## src/rtl/alu_pkg.sv

```systemverilog
// Shared definitions for the multi-cycle execute ALU: operation codes matching
// the ALU control decoder, the FSM state type and the multiplier iteration count.
package alu_pkg;

    localparam logic [3:0] OP_AND  = 4'd0;
    localparam logic [3:0] OP_OR   = 4'd1;
    localparam logic [3:0] OP_ADD  = 4'd2;
    localparam logic [3:0] OP_SLL  = 4'd3;
    localparam logic [3:0] OP_SRL  = 4'd4;
    localparam logic [3:0] OP_SUB  = 4'd5;
    localparam logic [3:0] OP_SLT  = 4'd7;
    localparam logic [3:0] OP_MULT = 4'd8;
    localparam logic [3:0] OP_NOR  = 4'd12;

    localparam int MULT_ITER = 32;

    typedef enum logic [1:0] {
        IDLE = 2'd0,
        MUL  = 2'd1,
        DONE = 2'd2
    } state_t;

endpackage

```

## src/rtl/alu_seq_mult.sv

```systemverilog
// Iterative signed shift-add multiplier: magnitudes are multiplied one bit per
// cycle, and the sign is applied to the final sum as it is handed out.
module alu_seq_mult
    import alu_pkg::*;
#(
    parameter int WIDTH = 32
) (
    input  logic             clk,
    input  logic             arst_n,
    input  logic             start,
    input  logic [WIDTH-1:0] a,
    input  logic [WIDTH-1:0] b,
    output logic             done,
    output logic [WIDTH-1:0] hi,
    output logic [WIDTH-1:0] lo
);

    localparam int CW = $clog2(MULT_ITER);

    logic [2*WIDTH-1:0] acc_q;
    logic [2*WIDTH-1:0] mcand_q;
    logic [WIDTH-1:0]   mplier_q;
    logic [CW-1:0]      cnt_q;
    logic               busy_q;
    logic               neg_q;

    logic [WIDTH-1:0]   abs_a;
    logic [WIDTH-1:0]   abs_b;
    logic [2*WIDTH-1:0] acc_next;
    logic [2*WIDTH-1:0] product;

    assign abs_a = a[WIDTH-1] ? (~a + 1'b1) : a;
    assign abs_b = b[WIDTH-1] ? (~b + 1'b1) : b;

    // The last add is taken combinationally so the product is ready in the
    // same cycle the counter reaches its final iteration.
    assign acc_next = acc_q + (mplier_q[0] ? mcand_q : '0);
    assign product  = neg_q ? (~acc_next + 1'b1) : acc_next;
    assign done     = busy_q && (cnt_q == CW'(MULT_ITER - 1));
    assign hi       = product[2*WIDTH-1:WIDTH];
    assign lo       = product[WIDTH-1:0];

    always_ff @(posedge clk or negedge arst_n) begin
        if (!arst_n) begin
            acc_q    <= '0;
            mcand_q  <= '0;
            mplier_q <= '0;
            cnt_q    <= '0;
            busy_q   <= 1'b0;
            neg_q    <= 1'b0;
        end else if (start) begin
            acc_q    <= '0;
            mcand_q  <= {{WIDTH{1'b0}}, abs_a};
            mplier_q <= abs_b;
            cnt_q    <= '0;
            busy_q   <= 1'b1;
            neg_q    <= a[WIDTH-1] ^ b[WIDTH-1];
        end else if (busy_q) begin
            acc_q    <= acc_next;
            mcand_q  <= mcand_q << 1;
            mplier_q <= mplier_q >> 1;
            cnt_q    <= cnt_q + 1'b1;
            if (done) begin
                busy_q <= 1'b0;
            end
        end
    end

endmodule

```

## src/rtl/alu_mc.sv

```systemverilog
// Multi-cycle execute ALU with valid/ready handshakes on both sides.
// Define ALU_MULT_EN to include the iterative signed MULT unit and HI result.
module alu_mc
    import alu_pkg::*;
#(
    parameter int WIDTH = 32
) (
    input  logic             clk,
    input  logic             arst_n,
    input  logic             in_valid,
    output logic             in_ready,
    input  logic [3:0]       alu_control,
    input  logic [WIDTH-1:0] alu_in_0,
    input  logic [WIDTH-1:0] alu_in_1,
    input  logic [4:0]       shamt,
    output logic             out_valid,
    input  logic             out_ready,
    output logic [WIDTH-1:0] result,
    output logic [WIDTH-1:0] result_hi,
    output logic             zero,
    output logic             overflow,
    output logic             illegal
);

    state_t           state_q, state_d;
    logic [WIDTH-1:0] result_q, result_d;
    logic             zero_q, zero_d;
    logic             overflow_q, overflow_d;
    logic             illegal_q, illegal_d;

    logic [WIDTH-1:0] sum;
    logic [WIDTH-1:0] diff;
    logic [WIDTH-1:0] op_res;
    logic             op_ovf;
    logic             op_ill;

`ifdef ALU_MULT_EN
    logic [WIDTH-1:0] result_hi_q, result_hi_d;
    logic             mult_start;
    logic             mult_done;
    logic [WIDTH-1:0] mult_hi;
    logic [WIDTH-1:0] mult_lo;

    alu_seq_mult #(
        .WIDTH(WIDTH)
    ) u_mult (
        .clk   (clk),
        .arst_n(arst_n),
        .start (mult_start),
        .a     (alu_in_0),
        .b     (alu_in_1),
        .done  (mult_done),
        .hi    (mult_hi),
        .lo    (mult_lo)
    );

    assign result_hi = result_hi_q;
`else
    assign result_hi = '0;
`endif

    assign sum  = alu_in_0 + alu_in_1;
    assign diff = alu_in_0 - alu_in_1;

    // Single-cycle datapath; MULT lands in the illegal default here and is
    // intercepted by the FSM when the multiplier is built in.
    always_comb begin
        op_res = '0;
        op_ovf = 1'b0;
        op_ill = 1'b0;
        case (alu_control)
            OP_AND: op_res = alu_in_0 & alu_in_1;
            OP_OR:  op_res = alu_in_0 | alu_in_1;
            OP_NOR: op_res = ~(alu_in_0 | alu_in_1);
            OP_ADD: begin
                op_res = sum;
                op_ovf = (alu_in_0[WIDTH-1] == alu_in_1[WIDTH-1]) &&
                         (sum[WIDTH-1] != alu_in_0[WIDTH-1]);
            end
            OP_SUB: begin
                op_res = diff;
                op_ovf = (alu_in_0[WIDTH-1] != alu_in_1[WIDTH-1]) &&
                         (diff[WIDTH-1] != alu_in_0[WIDTH-1]);
            end
            OP_SLL: op_res = alu_in_1 << shamt;
            OP_SRL: op_res = alu_in_1 >> shamt;
            OP_SLT: op_res = {{(WIDTH-1){1'b0}}, ($signed(alu_in_0) < $signed(alu_in_1))};
            default: op_ill = 1'b1;
        endcase
    end

    always_comb begin
        state_d    = state_q;
        result_d   = result_q;
        zero_d     = zero_q;
        overflow_d = overflow_q;
        illegal_d  = illegal_q;
`ifdef ALU_MULT_EN
        result_hi_d = result_hi_q;
        mult_start  = 1'b0;
`endif
        case (state_q)
            IDLE: begin
                if (in_valid) begin
`ifdef ALU_MULT_EN
                    if (alu_control == OP_MULT) begin
                        mult_start = 1'b1;
                        state_d    = MUL;
                    end else begin
                        result_hi_d = '0;
`else
                    begin
`endif
                        result_d   = op_res;
                        zero_d     = (op_res == '0);
                        overflow_d = op_ovf;
                        illegal_d  = op_ill;
                        state_d    = DONE;
                    end
                end
            end
`ifdef ALU_MULT_EN
            MUL: begin
                if (mult_done) begin
                    result_d    = mult_lo;
                    result_hi_d = mult_hi;
                    zero_d      = (mult_lo == '0);
                    overflow_d  = 1'b0;
                    illegal_d   = 1'b0;
                    state_d     = DONE;
                end
            end
`endif
            DONE: begin
                if (out_ready) begin
                    state_d = IDLE;
                end
            end
            default: state_d = IDLE;
        endcase
    end

    always_ff @(posedge clk or negedge arst_n) begin
        if (!arst_n) begin
            state_q    <= IDLE;
            result_q   <= '0;
            zero_q     <= 1'b0;
            overflow_q <= 1'b0;
            illegal_q  <= 1'b0;
`ifdef ALU_MULT_EN
            result_hi_q <= '0;
`endif
        end else begin
            state_q    <= state_d;
            result_q   <= result_d;
            zero_q     <= zero_d;
            overflow_q <= overflow_d;
            illegal_q  <= illegal_d;
`ifdef ALU_MULT_EN
            result_hi_q <= result_hi_d;
`endif
        end
    end

    assign in_ready  = (state_q == IDLE);
    assign out_valid = (state_q == DONE);
    assign result    = result_q;
    assign zero      = zero_q;
    assign overflow  = overflow_q;
    assign illegal   = illegal_q;

endmodule

```

## config.mk

```make
export PLATFORM = sky130hd
export DESIGN_NAME = alu_mc
export DESIGN_NICKNAME = d
export VERILOG_FILES = /design/src/rtl/alu_pkg.sv /design/src/rtl/alu_seq_mult.sv /design/src/rtl/alu_mc.sv
export SDC_FILE = /design/constraint.sdc
export NUM_CORES = 1
export LEC_CHECK = 0
export ABC_AREA = 1
export ABC_CLOCK_PERIOD_IN_PS = 2200
export CAP_MARGIN = 20
export CORE_UTILIZATION = 55
export CTS_CLUSTER_SIZE = 10
export DETAILED_ROUTE_END_ITERATION = 12
export PLACE_DENSITY = 0.79
export SLEW_MARGIN = 20
export SYNTH_ARGS = -nofsm -noshare
export SYNTH_HDL_FRONTEND = slang
export SYNTH_SLANG_ARGS = --single-unit
```

## constraint.sdc

```tcl
create_clock -name clk -period 2.2 [get_ports clk]
set_clock_uncertainty 0.1 [all_clocks]
set_input_delay 0.44 -clock clk [delete_from_list [all_inputs] [get_ports clk]]
set_output_delay 0.44 -clock clk [all_outputs]
set_load 0.02 [all_outputs]
```

==> reports/summary.txt, run 1 <==
outcome = did not finish
Fail Step = global routing (5_1_grt)
stop err = [ERROR GRT-0116] Global routing finished with congestion. Check the congestion regions in the DRC Viewer.
grt total ovfl = 296
IO Port Bufs = 113
H-tree level count = 2
GRT Util Overall = 0.8654
CTS Buffer Depth = 2
CTS sink count = 36
xor/xnor share of the synthesized area = 0.0007621
Adder-Cell Fraction of Synth Area = 0.1156
Ys Warns = 0
DP Cell Count = 2929
Async S/R FF share, synth = 1.000
Syn Std Cell Area = 11490 um^2
mux contribution to synthesized area = 0.0008710
compound-cell area share of the yosys netlist = 0.1032
instance count of the mapped netlist = 2174
dpl hpwl = 47050 um
largest family of logic cells by synthesized area = simple AND/OR/NAND/NOR gates
gpl congestion = 1.142
Chip Height = 146.6 um
synth unique cells = 46
die width = 146.6 um
Avg Inst Size Synth = 5.286 um^2
Seq/Total Area, Yosys = 0.07839
Synth Flop Type = dfrtp_1
Initial Utilization = 0.5643
clk root buf = clkbuf_16
synthesis-stage register bit count = 36
first-pass GRT wire length = 144400 um
Simple-Gate Fraction of Synth Area = 0.5369
largest net degree at the start of global routing = 50
largest area contributor in the netlist = nand3_1
row count = 52
Ports = 146
share of the synthesized area in the top cell type = 0.2008
vias in the first global route = 23570
top cells by area, synth = nand3_1, nand2_1, ha_1
Post-synth EDFFs = 0
CTS buffer count = 5
[what timing repair did]
action / CTS
pin swaps: 167
resized for setup: 836
buffers inserted: 62
setup endpoints to repair: 34
hold buffers: 0
gates cloned: 3
[metrics by stage]
step,cell area (um^2),hold slack [ns],setup slack (ns),util
after floorplan,11620,0.04441,-0.1582,-
after global placement,15950,0.3653,-1.490,0.7831
after detailed placement,15950,0.3644,-1.564,0.7831
after CTS,18700,0.1640,-0.4431,0.9182
[cell usage after synthesis, drive strengths merged, types with 3 or more instances]
| master | n |
|---|---|
| nand2 | 623 |
| nand3 | 468 |
| inv | 283 |
| nor2 | 253 |
| buf | 114 |
| ha | 103 |
| o21ai | 84 |
| a21oi | 78 |
| dfrtp | 36 |
| nand4 | 21 |
| nor3 | 19 |
| clkbuf | 16 |
| o22ai | 13 |
| o21bai | 11 |
| and2 | 9 |
| a31oi | 7 |
| o211ai | 7 |
| a22oi | 4 |
| nor3b | 4 |
| and3 | 3 |
| o21a | 3 |
[cells by family after synthesis]
family,Yosys count
AO/OA/AOI/OAI,211
XOR/XNOR,1
adder cells (fa/ha/maj),105
buffers and inverters,413
flip-flops,36
multiplexers,1
other,1
AND/OR/NAND/NOR,1406
[routing by layer]
layer,overflow,GRT usage
met1,5,0.8484
met2,175,1.011
met3,2,0.7475
met4,113,0.8839
met5,1,0.4545
==> inputs of run 2 (changes only) <==
--- a/config.mk
+++ b/config.mk
@@ -8,10 +8,9 @@
 export ABC_AREA = 1
 export ABC_CLOCK_PERIOD_IN_PS = 2200
 export CAP_MARGIN = 20
-export CORE_UTILIZATION = 55
-export CTS_CLUSTER_SIZE = 10
+export CORE_UTILIZATION = 40
 export DETAILED_ROUTE_END_ITERATION = 12
-export PLACE_DENSITY = 0.79
+export PLACE_DENSITY_LB_ADDON = 0.15
 export SLEW_MARGIN = 20
 export SYNTH_ARGS = -nofsm -noshare
 export SYNTH_HDL_FRONTEND = slang
==> run 2 against run 1 <==
  * The flow now finishes, with violations (negative setup slack)
  * Synthesized cell count is the same
  * Area after synthesis is the same
==> reports/summary.txt, run 2 <==
# diodes = 0
grt met2 use = 0.7272
synthesis-stage register bit count = 36
total number of vias = 18610
Vias/cell = 5.799
worst-path maximum fanout = 4
Ys Warns = 0
Max Freq = 324.6 MHz
fill count = 2231
startpoint types = input port
fin worst setup slack = -0.8803 ns
core area = 28010 um^2
routed wire length per instance = 22.28 um
GRT Util Overall = 0.4562
CTS Buffer Depth = 2
hold buffers post-CTS = 0
die width = 171.5 um
commonest non-fill, non-tap cells in the layout = buf_4, nand2_1, nand3_1
Chip Height = 171.5 um
largest net degree at the start of global routing = 54
first-pass GRT wire length = 100200 um
Leak = 0.01047 uW
met1 GRT Util = 0.5688
final net count = 3012
Clock power frac = 0.096
CP delay by family, top = simple AND/OR/NAND/NOR gates
sw frac = 0.4975
outcome = complete, but fails checks
CTS sink count = 36
crit-path cells = buf_2, inv_2, ha_4, buf_4, nand2_2, nand3_4, nand3b_1, buf_4, nand2_4, buf_4, nand2_4, nand3_4, o21ai_4, nor2_4, nand2_2, nor2_4, nand2_2, nor2_2, nand3_2, nor2_1, nand2_1, nand2_1
hold crit path type = in -> async
switching power = 3676 uW
Avg Inst Size Synth = 5.286 um^2
final cycle utilization of the critical path = 1.400
peak supply drop = 0.3469 mV
Clock Pin Slew Worst Setup and Hold Paths = 0.06 ns
required time of the critical path = 2.32 ns
Synth Flop Type = dfrtp_1
row count = 61
gr busiest metal = met2
dpl hpwl = 52600 um
Worst EP arrival = 3.20 ns
gpl congestion = 1.027
Final min period = 3.080 ns
share of the synthesized area in the top cell type = 0.2008
final wirelength = 71500 um
grt total ovfl = 0
Seq pwr share = 0.117
setup violators final = 32
pwr dens = 353.7 nW/um^2
Final Max Tran Viols = 0
slowest stage delay, CP = 0.34 ns
RSZ-0062 raised after global routing = true
clk root buf = clkbuf_16
H-tree level count = 2
initial antenna violation count = 0
Syn Std Cell Area = 11490 um^2
layout cells sized above 1 = 0.4945
Worst-Skew Late Latency = 0.29 ns
Least-Margin Pin Slew = 0.8408 ns
Hold WS = 0.1548 ns
GR Util met3 = 0.07432
Initial Utilization = 0.4103
largest area contributor in the netlist = nand3_1
drc violations = 0
CTS tree = built
Worst path slowest cell = ha_4
P&R area growth vs syn = 81.82%
First-pass DRT Iterations = 8
headroom to the max-slew limit = 0.4395
CP Class = in -> reg
commonest cells in the netlist = nand2_1, nand3_1, inv_1
synth unique cells = 46
most common cell after layout, fill and taps aside = buf_4
CTS buffer count = 5
DRT antenna net count = 0
cell with the most instances after synthesis = nand2_1
max cap viols = 0
Seq/Total Area, Yosys = 0.07839
Ports = 146
die area = 29410 um^2
Cell Int Power = 3714 uW
instance count of the mapped netlist = 2174
Async S/R FF share, synth = 1.000
Post-synth EDFFs = 0
final core occ = 0.7460
vias in the first global route = 17540
top cells by area, synth = nand3_1, nand2_1, ha_1
failing checks = negative setup slack
Comb pwr share = 0.787
worst path bufs/invs = 5
crit end category = flop
max reg flops = 32
IO Port Bufs = 113
post-route setup TNS = -11.17 ns
Final Hold Fails = 0
1st-iter DRT viols = 2546
-- run 2: cells by family after synthesis --
group / Yosys count / share of synthesized area
buffers and inverters: 413 / 0.1640
DFF: 36 / 0.07839
AOI/OAI and AO/OA: 211 / 0.1032
other: 1 / 0.0003263
and+or+nand+nor: 1406 / 0.5369
muxes: 1 / 0.0008710
xor gates and xnor gates: 1 / 0.0007623
adders and majority gates: 105 / 0.1156
-- run 2: layer usage --
| metal | wire [um] | part of all wire | vias up |
|---|---|---|---|
| li1 | - | - | 8316 |
| met1 | 26530 | 0.37 | 8623 |
| met2 | 31040 | 0.43 | 1268 |
| met3 | 7610 | 0.11 | 402 |
| met4 | 6317 | 0.088 | 0 |
| met5 | 0 | 0 | - |
-- run 2: through the flow --
step                      std cells  setup slack (ns)  total power [uW]  instance area [um^2]
after global routing           3209           -0.9114              7715                 20900
after detailed placement       3069            -1.934              5018                 16330
after CTS                      3181           -0.5666              6709                 19760
after floorplan                2205           -0.1582              2928                 11620
after global placement         3069            -1.925              4988                 16330
final                          3209           -0.8803              7390                 20900
-- run 2: power groups by stage --
| stage | logic, uW | clock network, uW | registers, uW |
|---|---|---|---|
| 3_5_place_dp | 4150 | 0 | 868 |
| 3_3_place_gp | 4120 | 0 | 864 |
| 4_1_cts | 5140 | 712 | 860 |
| 5_1_grt | 6090 | 751 | 873 |
| 6_report | 5820 | 711 | 861 |
| 2_1_floorplan | 1910 | 0 | 1010 |
-- run 2: worst paths after layout --
path | start | to | slack (ns) | depth (start not counted)
max in group asynchronous | arst_n | result[6] | 1.31 | 1
min in group clk | result[3] | result[3] | 0.39 | 2
worst min-delay path | arst_n | result[23] | 0.15 | 1
worst max-delay path | alu_in_0[2] | zero | -0.88 | 22
worst min register to register | result[3] | result[3] | 0.39 | 2
worst max register to register | state_q[1] | zero | -0.09 | 15
-- run 2: worst reg2reg max path: cells and delay by family (launching register included) --
kind,cells,cell delay (ns)
compound gates,2,0.32
simple gates,11,1.14
flops,1,0.38
buf+inv,2,0.28
-- run 2: repair_timing --
item,in CTS,in global routing
endpoints found under the hold margin,0,0
buffers inserted,108,49
pin swaps,216,124
endpoints found under the setup margin,34,33
cloned,3,0
gates resized for setup,985,306
-- run 2: final cells by class --
cell class	count	area, um^2	share of cell area
multi-input cells	1756	11840	0.5665
repair buffers	747	6381	0.3054
inverters	283	1151	0.05509
flip-flops and latches	36	900.9	0.04311
well taps	378	473.0	0.02263
clock buffers	5	125.1	0.005988
clock inverters	3	18.77	0.0008982
repair inverters	1	8.758	0.0004192
Note: power is estimated with default switching activity, not from simulation.
